[config.mk]
export PLATFORM = sky130hd
export DESIGN_NAME = multiword_add_seq
export DESIGN_NICKNAME = d
export VERILOG_FILES = /design/src/rtl/add_pkg.sv /design/src/rtl/carry_look_ahead_64bit.sv /design/src/rtl/multiword_add_seq.sv
export SDC_FILE = /design/constraint.sdc
export NUM_CORES = 1
export LEC_CHECK = 0
export CORE_AREA = 2 2 113 115
export DETAILED_ROUTE_END_ITERATION = 10
export DIE_AREA = 0 0 115 117
export HOLD_SLACK_MARGIN = 0.05
export PLACE_DENSITY_LB_ADDON = 0.15
export SETUP_SLACK_MARGIN = 0.15
export SLEW_MARGIN = 0
export SYNTH_ARGS = -nofsm -noshare
export SYNTH_HDL_FRONTEND = slang
export SYNTH_HIERARCHICAL = 1
export SYNTH_SLANG_ARGS = --single-unit
[constraint.sdc]
create_clock -name clk -period 5.1 [get_ports clk]
set_input_delay 1.02 -clock clk [delete_from_list [all_inputs] [get_ports clk]]
set_output_delay 1.02 -clock clk [all_outputs]
set_load 0.01 [all_outputs]
[src/rtl/add_pkg.sv]
`default_nettype none
// ============================================================================
// Module      : add_pkg
// Description : Shared definitions for the multi-word sequential adder:
//               word width, the per-operand word limit, the word-index width,
//               the sequencer state encoding and 4-bit look-ahead helpers.
// Revision    : 1.0 - initial release
// ============================================================================
package add_pkg;

    localparam int WORD_W          = 64;
    localparam int MAX_WORDS_LIMIT = 16;
    // Wide enough to count 0..MAX_WORDS_LIMIT-1 for any legal MAX_WORDS.
    localparam int IDX_W           = $clog2(MAX_WORDS_LIMIT);

    typedef enum logic [0:0] {
        ST_FIRST = 1'b0,   // expecting word 0 of an operation
        ST_MID   = 1'b1    // expecting word 1..MAX_WORDS-1
    } state_t;

    // Group generate/propagate of a 4-wide slice: returns {G, P}.
    function automatic logic [1:0] cla4_gp(input logic [3:0] g, input logic [3:0] p);
        logic w_grp_g;
        logic w_grp_p;
        w_grp_g = g[3] | (p[3] & g[2]) | (p[3] & p[2] & g[1]) | (p[3] & p[2] & p[1] & g[0]);
        w_grp_p = &p;
        return {w_grp_g, w_grp_p};
    endfunction

    // Carries into the four positions of a slice, all computed in parallel
    // from the slice carry-in (element 0 is the carry-in itself).
    function automatic logic [3:0] cla4_carry(input logic [3:0] g, input logic [3:0] p,
                                              input logic ci);
        logic [3:0] w_c;
        w_c[0] = ci;
        w_c[1] = g[0] | (p[0] & ci);
        w_c[2] = g[1] | (p[1] & g[0]) | (p[1] & p[0] & ci);
        w_c[3] = g[2] | (p[2] & g[1]) | (p[2] & p[1] & g[0]) | (p[2] & p[1] & p[0] & ci);
        return w_c;
    endfunction

endpackage : add_pkg
`default_nettype wire

[src/rtl/carry_look_ahead_64bit.sv]
`default_nettype none
// ============================================================================
// Module      : carry_look_ahead_64bit
// Description : Combinational 64-bit adder, {cout, sum} = a + b + cin, built as
//               a three-level 4-ary carry-look-ahead tree (bits -> 4-bit
//               groups -> 16-bit blocks -> word) so no carry ripples.
// Ports       : a, b  [63:0] in  - addends
//               cin         in  - carry-in
//               sum   [63:0] out - result word
//               cout        out - carry-out of bit 63
// Revision    : 1.0 - initial release
// ============================================================================
module carry_look_ahead_64bit
    import add_pkg::*;
(
    input  logic [WORD_W-1:0] a,
    input  logic [WORD_W-1:0] b,
    input  logic              cin,
    output logic [WORD_W-1:0] sum,
    output logic              cout
);

    logic [WORD_W-1:0] w_g;
    logic [WORD_W-1:0] w_p;
    logic [WORD_W-1:0] w_c;
    logic [15:0]       w_grp_g;
    logic [15:0]       w_grp_p;
    logic [15:0]       w_grp_c;
    logic [3:0]        w_blk_g;
    logic [3:0]        w_blk_p;
    logic [3:0]        w_blk_c;
    logic              w_top_g;
    logic              w_top_p;

    assign w_g = a & b;
    assign w_p = a ^ b;

    // Level 1: 4-bit groups produce G/P upward and bit carries downward.
    generate
        for (genvar gi = 0; gi < 16; gi++) begin : g_grp
            assign {w_grp_g[gi], w_grp_p[gi]} = cla4_gp(w_g[4*gi +: 4], w_p[4*gi +: 4]);
            assign w_c[4*gi +: 4] = cla4_carry(w_g[4*gi +: 4], w_p[4*gi +: 4], w_grp_c[gi]);
        end
    endgenerate

    // Level 2: 16-bit blocks of four groups.
    generate
        for (genvar bi = 0; bi < 4; bi++) begin : g_blk
            assign {w_blk_g[bi], w_blk_p[bi]} = cla4_gp(w_grp_g[4*bi +: 4], w_grp_p[4*bi +: 4]);
            assign w_grp_c[4*bi +: 4] = cla4_carry(w_grp_g[4*bi +: 4], w_grp_p[4*bi +: 4],
                                                   w_blk_c[bi]);
        end
    endgenerate

    // Level 3: whole word.
    assign w_blk_c            = cla4_carry(w_blk_g, w_blk_p, cin);
    assign {w_top_g, w_top_p} = cla4_gp(w_blk_g, w_blk_p);

    assign sum  = w_p ^ w_c;
    assign cout = w_top_g | (w_top_p & cin);

endmodule : carry_look_ahead_64bit
`default_nettype wire

[src/rtl/multiword_add_seq.sv]
`default_nettype none
// ============================================================================
// Module      : multiword_add_seq
// Description : Streams multi-word operands (least-significant word first),
//               one word per cycle, through a 64-bit CLA adder, chaining the
//               carry between words. One registered output stage with
//               valid/ready flow control. Operations that exceed MAX_WORDS
//               words are cut off at the limit and flagged on err_overlen.
// Ports       : clk, rst          - clock, async active-high reset
//               in_valid/in_ready - input beat handshake
//               in_a, in_b [63:0] - operand words
//               in_cin            - carry-in, used on word 0 only
//               in_last           - most-significant word marker
//               out_valid/out_ready - output handshake
//               out_sum [63:0]    - result word
//               out_last          - final word of the result
//               out_cout          - final carry-out (0 unless out_last)
//               err_overlen       - one-cycle pulse on forced termination
// Revision    : 1.0 - initial release
// ============================================================================
module multiword_add_seq
    import add_pkg::*;
#(
    parameter int MAX_WORDS = 4   // legal range 1..16
) (
    input  logic              clk,
    input  logic              rst,
    input  logic              in_valid,
    output logic              in_ready,
    input  logic [WORD_W-1:0] in_a,
    input  logic [WORD_W-1:0] in_b,
    input  logic              in_cin,
    input  logic              in_last,
    output logic              out_valid,
    input  logic              out_ready,
    output logic [WORD_W-1:0] out_sum,
    output logic              out_last,
    output logic              out_cout,
    output logic              err_overlen
);

    localparam logic [IDX_W-1:0] c_last_idx = IDX_W'(MAX_WORDS - 1);

    state_t            r_state;
    state_t            w_state_nxt;
    logic [IDX_W-1:0]  r_word_idx;
    logic [IDX_W-1:0]  w_word_idx_nxt;
    logic              r_carry;
    logic              w_carry_nxt;

    logic              r_out_valid;
    logic [WORD_W-1:0] r_out_sum;
    logic              r_out_last;
    logic              r_out_cout;
    logic              r_err;

    logic              w_accept;
    logic              w_add_cin;
    logic [WORD_W-1:0] w_sum;
    logic              w_cout;
    logic              w_at_limit;
    logic              w_end;
    logic              w_forced;

    assign in_ready = !r_out_valid || out_ready;
    assign w_accept = in_valid && in_ready;

    assign w_add_cin = (r_state == ST_FIRST) ? in_cin : r_carry;

    carry_look_ahead_64bit u_cla (
        .a    (in_a),
        .b    (in_b),
        .cin  (w_add_cin),
        .sum  (w_sum),
        .cout (w_cout)
    );

    // The index is 0 in FIRST, so this also covers MAX_WORDS == 1, where
    // word 0 is already the last permitted word.
    assign w_at_limit = (r_word_idx == c_last_idx);
    assign w_end      = in_last || w_at_limit;
    assign w_forced   = !in_last && w_at_limit;

    always_ff @(posedge clk or posedge rst) begin
        if (rst) begin
            r_state    <= ST_FIRST;
            r_word_idx <= '0;
            r_carry    <= 1'b0;
        end else begin
            r_state    <= w_state_nxt;
            r_word_idx <= w_word_idx_nxt;
            r_carry    <= w_carry_nxt;
        end
    end

    always_comb begin
        w_state_nxt    = r_state;
        w_word_idx_nxt = r_word_idx;
        w_carry_nxt    = r_carry;
        if (w_accept) begin
            if (w_end) begin
                w_state_nxt    = ST_FIRST;
                w_word_idx_nxt = '0;
                w_carry_nxt    = 1'b0;
            end else begin
                w_state_nxt    = ST_MID;
                w_word_idx_nxt = r_word_idx + IDX_W'(1);
                w_carry_nxt    = w_cout;
            end
        end
    end

    always_ff @(posedge clk or posedge rst) begin
        if (rst) begin
            r_out_valid <= 1'b0;
            r_out_sum   <= '0;
            r_out_last  <= 1'b0;
            r_out_cout  <= 1'b0;
            r_err       <= 1'b0;
        end else begin
            // Not gated by out_ready so the flag stays a single-cycle pulse.
            r_err <= w_accept && w_forced;
            if (w_accept) begin
                r_out_valid <= 1'b1;
                r_out_sum   <= w_sum;
                r_out_last  <= w_end;
                r_out_cout  <= w_end && w_cout;
            end else if (out_ready) begin
                r_out_valid <= 1'b0;
            end
        end
    end

    assign out_valid   = r_out_valid;
    assign out_sum     = r_out_sum;
    assign out_last    = r_out_last;
    assign out_cout    = r_out_cout;
    assign err_overlen = r_err;

endmodule : multiword_add_seq
`default_nettype wire

==> metrics.md, run 1 <==
| Metric | Value |
|---|---|
| Status | `complete, no violations` |
| Mapped Area | `5943 µm²` |
| Number of global-route vias before repair | `5162` |
| Most frequent cell after synthesis | `dfrtp_1` |
| Finished Core Util | `67.79%` |
| Seq/Total Area, Yosys | `31.16%` |
| Global-route wire length before repair | `23890 µm` |
| Detailed-router iteration count before antenna repair | `4` |
| Row cnt | `41` |
| Layout Nets | `971` |
| Worst r2r dst | `out_sum[53]` |
| Vias | `5056` |
| Syn Inst Count | `552` |
| Final Max Tran Viols | `0` |
| Layout cell share with drive strength beyond 1 | `13.53%` |
| Fin crit period | `4.186 ns` |
| Leading area contributor after synthesis | `dfrtp_1` |
| Overall global routing resource usage | `22.25%` |
| Min-delay src | `out_last` |
| PD cells | `308.4 nW/µm²` |
| CTS sink count | `74` |
| Largest buffer count on any clock path | `2` |
| Max layer used | `met4` |
| Distinct cells, synth | `68` |
| Vias per cell | `5.550` |
| Die footprint | `13460 µm²` |
| RSZ-0062 raised after global routing | `false` |
| Clk_lat worst skew | `0.34 ns` |
| Critical Path Start Type | `input pin` |
| PostCTS Resize Cnt | `0` |
| Hold Crit Class | `flip-flop to flip-flop` |
| Hold buffer count at CTS | `0` |
| Pin count of the biggest net entering global routing | `69` |
| Die Wd | `115 µm` |
| Setup_tns | `0 ns` |
| Fin area | `8347 µm²` |
| Root Buffer | `clkbuf_16` |
| Prevailing post-synth register cell | `dfrtp_1` |
| Hold Path Depth | `1` |
| Avg Cell Area, Syn | `10.77 µm²` |
| Top cell type's share of synthesized area | `31.16%` |
| Reg2Reg Setup Slack | `1.87 ns` |
| Filler cell count | `982` |
| Commonest cells post-synth | `dfrtp_1, ha_1, mux2_2` |
| Routability cong. | `0.8670` |
| Relative slew slack | `31.63%` |
| Die Span Y | `117 µm` |
| Port Buffers | `202` |
| Routed Antenna Nets | `0` |
| Cell Area, Placed | `8082 µm²` |
| Crit path arrival time | `4.41 ns` |
| DRC violations left | `0` |
| Setup Buffers After CTS | `0` |
| WL met3 | `1057 µm` |
| Reg-to-Reg Start | `r_state` |
| Routed Wire Length | `14780 µm` |
| Ys async rst share | `100.0%` |
| Synth Net Count | `767` |
| Ys Warns | `6` |
| Synth top area cells | `dfrtp_1, ha_1, mux2_2` |
| Initial core utilization | `48.27%` |
| Number of synthesized flops with an enable pin | `0` |
| CTS tree | `done` |
| First DRT Iteration DRCs | `220` |
| Clock transition at path regs | `0.06 ns` |
| TritonCTS Buffers | `9` |
| Crit Path Category | `input pin to flip-flop` |
| H-tree depth | `3` |
| Met2 wire length | `7213 µm` |
| CP max FO | `5` |
| WP data required | `5.32 ns` |
| Grt total ovfl | `0` |
| Worst slew pin tran | `1.026 ns` |
| Setup-failing EPs final | `0` |
| Max-Cap Viols | `0` |
| WL per Instance | `16.23 µm` |
| Antenna violations before repair | `0` |
| Antenna diodes | `0` |
| Leakage | `0.003679 µW` |
| Worst Skew | `0.01063 ns` |
| Final worst-path cycle share | `82.07%` |
| Area growth syn-to-layout | `40.44%` |
| Core area | `12310 µm²` |
| Final hold vios | `0` |
| I/O Pins | `203` |
| Reg2Reg Depth | `12` |
| Wl on met1 | `6281 µm` |
| HPWL after detailed placement | `11580 µm` |
| Yosys reg bits | `74` |
| Peak supply drop | `0.1936 mV` |
| Worst hold path endpoint | `out_last` |
| Crit end category | `flip-flop` |
| FMAX | `238.9 MHz` |
## metrics by stage
| step | power (µW) | hold slack, ns | std cells | setup slack (ns) |
|---|---|---|---|---|
| after floorplan | 1429 | 0.4710 | 552 | 1.316 |
| after global placement | 1956 | 0.4805 | 895 | 0.6946 |
| after detailed placement | 1990 | 0.4794 | 895 | 0.5952 |
| after CTS | 2600 | 0.4924 | 911 | 0.9464 |
| after global routing | 2734 | 0.5001 | 911 | 0.7458 |
| final | 2574 | 0.4870 | 911 | 0.9143 |
## area by class of cell
cell class | count | area [µm²] | area share, %
well taps | 150 | 187.7 | 2.249
flip-flops and latches | 74 | 1852 | 22.19
clock buffers | 13 | 250.2 | 2.998
repair buffers | 203 | 2029 | 24.31
inverters | 28 | 106.4 | 1.274
multi-input cells | 440 | 3906 | 46.80
clock inverters | 3 | 15.01 | 0.1799
## cell families after synthesis
logic type | count (synthesis) | synth area share, %
AOI/OAI and AO/OA | 129 | 15.87
and+or+nand+nor | 124 | 11.33
adders and majority gates | 81 | 19.07
DFF | 74 | 31.16
muxes | 68 | 13.85
xor gates and xnor gates | 38 | 5.600
buffers and inverters | 38 | 3.116
## layout by cell type, fill, tap and decap left out, types with 5 or more instances in the layout
cell type,n
clkdlybuf4s50_1,202
dfrtp_1,74
ha_1,65
mux2_2,50
a21oi_1,33
nor2_1,28
inv_1,27
a21o_1,22
xor2_1,22
nand2_1,21
mux2_4,16
xnor2_1,16
fa_1,16
nor3_1,11
o21ai_0,11
nand3_1,9
clkbuf_16,9
nand2b_1,8
and3_1,6
or2_2,6
nand4_1,5
a211oi_1,5
nor2b_1,5
## where the power goes
group          switching, µW  internal, µW
clock                    253           341
sequential              95.2           754
combinational            451           679
## sequential cells by signal, summed over array words and instances (netlist names)
name         flops
err_overlen      1
out_cout         1
out_last         1
out_sum         64
out_valid        1
r_carry          1
r_state          1
r_word_idx       4
## worst max-delay path by stage
stage          startpoint           to  cells past startpoint
2_1_floorplan     in_a[2]  out_sum[53]                     12
6_report         in_a[21]  out_sum[53]                     13
5_1_grt          in_a[21]  out_sum[53]                     13
4_1_cts          in_a[21]  out_sum[53]                     13
3_5_place_dp     in_b[21]  out_sum[53]                     13
3_3_place_gp     in_a[21]  out_sum[53]                     13
## routing by layer
layer / vias to the layer above / GRT usage, %
met5: - / 0
met4: 0 / 7.631
met3: 15 / 5.252
met2: 159 / 38.86
met1: 2430 / 27.12
li1: 2452 / -
## worst max-delay path, cell delays in order
cell             delay (ns)
clkdlybuf4s50_1        0.40
ha_1                   0.36
a21o_1                 0.19
a31oi_1                0.30
nor2_1                 0.10
o21ai_0                0.17
nand2_1                0.19
o211ai_4               0.32
a31oi_1                0.20
or2_2                  0.33
fa_1                   0.37
xor2_1                 0.18
mux2_2                 0.27
Note: power is estimated with default switching activity, not from simulation.
==> run 2, diff against run 1 <==
--- a/config.mk
+++ b/config.mk
@@ -5,9 +5,9 @@
 export SDC_FILE = /design/constraint.sdc
 export NUM_CORES = 1
 export LEC_CHECK = 0
-export CORE_AREA = 2 2 113 115
+export CORE_AREA = 2 2 116 118
 export DETAILED_ROUTE_END_ITERATION = 10
-export DIE_AREA = 0 0 115 117
+export DIE_AREA = 0 0 118 120
 export HOLD_SLACK_MARGIN = 0.05
 export PLACE_DENSITY_LB_ADDON = 0.15
 export SETUP_SLACK_MARGIN = 0.15
==> constraint.sdc (replaced) <==
create_clock -name clk -period 4.1 [get_ports clk]
set_input_delay 0.82 -clock clk [delete_from_list [all_inputs] [get_ports clk]]
set_output_delay 0.82 -clock clk [all_outputs]
set_load 0.01 [all_outputs]
==> metrics.md, run 2 (synthesis results as in run 1) <==
| Metric | Value |
|---|---|
| Worst path cell trace | `clkdlybuf4s50_1 -> ha_1 -> a21oi_1 -> o21ai_1 -> a31oi_1 -> o21ai_1 -> a211oi_1 -> or2_4 -> a31oi_1 -> or2_2 -> fa_1 -> xor2_1 -> mux2_2` |
| Reg2Reg Depth | `12 (unchanged)` |
| Switching Fraction | `29.63% (-1.4 points)` |
| Crit end category | `flip-flop` |
| Final Total Pwr | `3336 µW (+30%)` |
| RSZ-0062 raised after global routing | `false` |
| Vias | `5116 (+1.2%)` |
| Leakage | `0.003793 µW (+3.1%)` |
| Antenna violations before repair | `0 (unchanged)` |
| Crit Path Category | `input pin to flip-flop` |
| Gate power share | `42.8% (-1.1 points)` |
| Grt total ovfl | `0 (unchanged)` |
| Internal power | `2348 µW (+32%)` |
| Largest buffer count on any clock path | `2 (unchanged)` |
| Max reg flops | `64 (unchanged)` |
| Most common cell after layout, fill and taps aside | `clkdlybuf4s50_1` |
| Final hold vios | `0 (unchanged)` |
| DRC violations left | `0 (unchanged)` |
| Met2 wire length | `7046 µm (-2.3%)` |
| Worst slew pin tran | `0.9442 ns (-0.08134 ns)` |
| Clock power frac | `25.7% (+2.6 points)` |
| Global-route wire length before repair | `24890 µm (+4.2%)` |
| Detailed-router iteration count before antenna repair | `4 (unchanged)` |
| WP data required | `4.32 ns (-1.00 ns)` |
| Seq pwr share | `31.5% (-1.5 points)` |
| Crit. Startpoint | `in_a[37]` |
| Setup_tns | `0 ns (unchanged)` |
| Max layer used | `met4` |
| Die footprint | `14160 µm² (+5.2%)` |
| CTS sink count | `74 (unchanged)` |
| Antenna diodes | `0 (unchanged)` |
| Setup Buffers After CTS | `0 (unchanged)` |
| PD cells | `388.5 nW/µm² (+26%)` |
| CP Buf/Inv Count | `1 (unchanged)` |
| Hold buffer count at CTS | `0 (unchanged)` |
| Critical Path Start Type | `input pin` |
| Routability cong. | `0.8337 (-3.8%)` |
| Total net switching power | `988.5 µW (+24%)` |
| Status | `complete, no violations` |
| Fin crit period | `3.759 ns` |
| Final Max Tran Viols | `0 (unchanged)` |
| Routed Antenna Nets | `0 (unchanged)` |
| HPWL after detailed placement | `11480 µm (-0.88%)` |
| Worst Skew | `0.008632 ns (-0.002000 ns)` |
| Overall global routing resource usage | `21.30% (-0.95 points)` |
| Area growth syn-to-layout | `44.51%` |
| Hold Path Depth | `1 (unchanged)` |
| Wl on met1 | `6385 µm (+1.7%)` |
| Crit-path max cell delay | `0.41 ns (about the same)` |
| Number of global-route vias before repair | `5439 (+5.4%)` |
| Most frequent cells in the layout | `clkdlybuf4s50_1, dfrtp_1, ha_1` |
| Worst r2r dst | `out_sum[53]` |
| Initial core utilization | `45.79% (-2.5 points)` |
| Setup-failing EPs final | `0 (unchanged)` |
| CTS tree | `done` |
| Reg-to-Reg Start | `r_state` |
| Die Wd | `118 µm (+2.6%)` |
| Root Buffer | `clkbuf_16` |
| Clock transition at path regs | `0.06 ns (about the same)` |
| Port Buffers | `202 (unchanged)` |
| H-tree depth | `3 (unchanged)` |
| Routed Wire Length | `14610 µm (-1.2%)` |
| Layout cell share with drive strength beyond 1 | `15.79% (+2.3 points)` |
| Worst hold path endpoint | `out_last` |
| Pin count of the biggest net entering global routing | `69 (unchanged)` |
| Reg2Reg Setup Slack | `0.99 ns (-0.88 ns)` |
| Core area | `12980 µm² (+5.4%)` |
| Max-Cap Viols | `0 (unchanged)` |
| Row cnt | `42 (+2.4%)` |
| Crit path max-delay family | `compound AO/OA/AOI/OAI gates` |
| WL per Instance | `15.29 µm (-5.7%)` |
| Min-delay src | `out_last` |
| Relative slew slack | `37.05% (+5.4 points)` |
| Crit path arrival time | `3.97 ns (-0.44 ns)` |
| PostCTS Resize Cnt | `0 (unchanged)` |
| TritonCTS Buffers | `9 (unchanged)` |
| First DRT Iteration DRCs | `314 (+43%)` |
| FMAX | `266.1 MHz` |
| Hold Crit Class | `flip-flop to flip-flop` |
| Final hold slack | `0.4872 ns (+0.0002540 ns)` |
| Peak supply drop | `0.2239 mV (+16%)` |
| Worst path slowest cell | `clkdlybuf4s50_1` |
| Final worst-path cycle share | `91.67%` |
| Clk_lat worst skew | `0.34 ns (about the same)` |
| Die Span Y | `120 µm (+2.6%)` |
| I/O Pins | `203 (unchanged)` |
| Layout Nets | `990 (+2.0%)` |
| CP max FO | `6 (+1)` |
| WL met3 | `1051 µm (-0.57%)` |
| Vias per cell | `5.357 (-3.5%)` |
## run 2: cell types whose count changed in the layout (fill, tap and decap cells not counted)
cell and delta:
buf_4 +18, bufinv_16 +2, clkinvlp_4 +1, clkinv_2 -3, clkbuf_1 -2, buf_12 +1, clkinv_4 +1
## run 2: power by group through the flow
stage / Clock [µW] / Combinational, µW / Sequential, µW
detailed placement: 0 / 1430 / 1060
CTS: 878 / 1440 / 1060
floorplan: 0 / 629 / 1150
global route: 910 / 1540 / 1080
global placement: 0 / 1400 / 1060
finish: 858 / 1430 / 1050
## run 2: worst max-delay path by stage
| stage | endpoint | slack (ns) | cells past startpoint |
|---|---|---|---|
| after floorplan | out_sum[53] | 0.52 | 12 |
| after global placement | out_sum[53] | 0.08 | 13 |
| after detailed placement | out_sum[53] | 0.02 | 13 |
| after CTS | out_sum[53] | 0.36 | 13 |
| after global routing | r_carry | 0.18 | 14 |
| final | out_sum[53] | 0.34 | 13 |
## run 2: through the flow
| step | std cells | setup slack (ns) | cell area [µm²] | utilization (%) |
|---|---|---|---|---|
| detailed placement | 940 | 0.01583 | 8269 | 63.71 |
| floorplan | 552 | 0.5161 | 5943 | - |
| global route | 955 | 0.1797 | 8588 | 66.17 |
| finish | 955 | 0.3414 | 8588 | 66.17 |
| global placement | 940 | 0.08100 | 8269 | 63.71 |
| CTS | 955 | 0.3619 | 8588 | 66.17 |
## run 2: area by class of cell
type	instances	area [µm²]
repair buffers	222	2185
flip-flops and latches	74	1852
inverters	28	106.4
well taps	176	220.2
multi-input cells	440	3906
clock inverters	4	76.32
fillers	1043	4392
clock buffers	11	242.7
## run 2: routing by layer
| layer | GRT usage, % | up-vias |
|---|---|---|
| met5 | 0 | - |
| met4 | 5.346 | 0 |
| met1 | 26.06 | 2460 |
| met3 | 6.654 | 10 |
| li1 | - | 2493 |
| met2 | 36.63 | 153 |
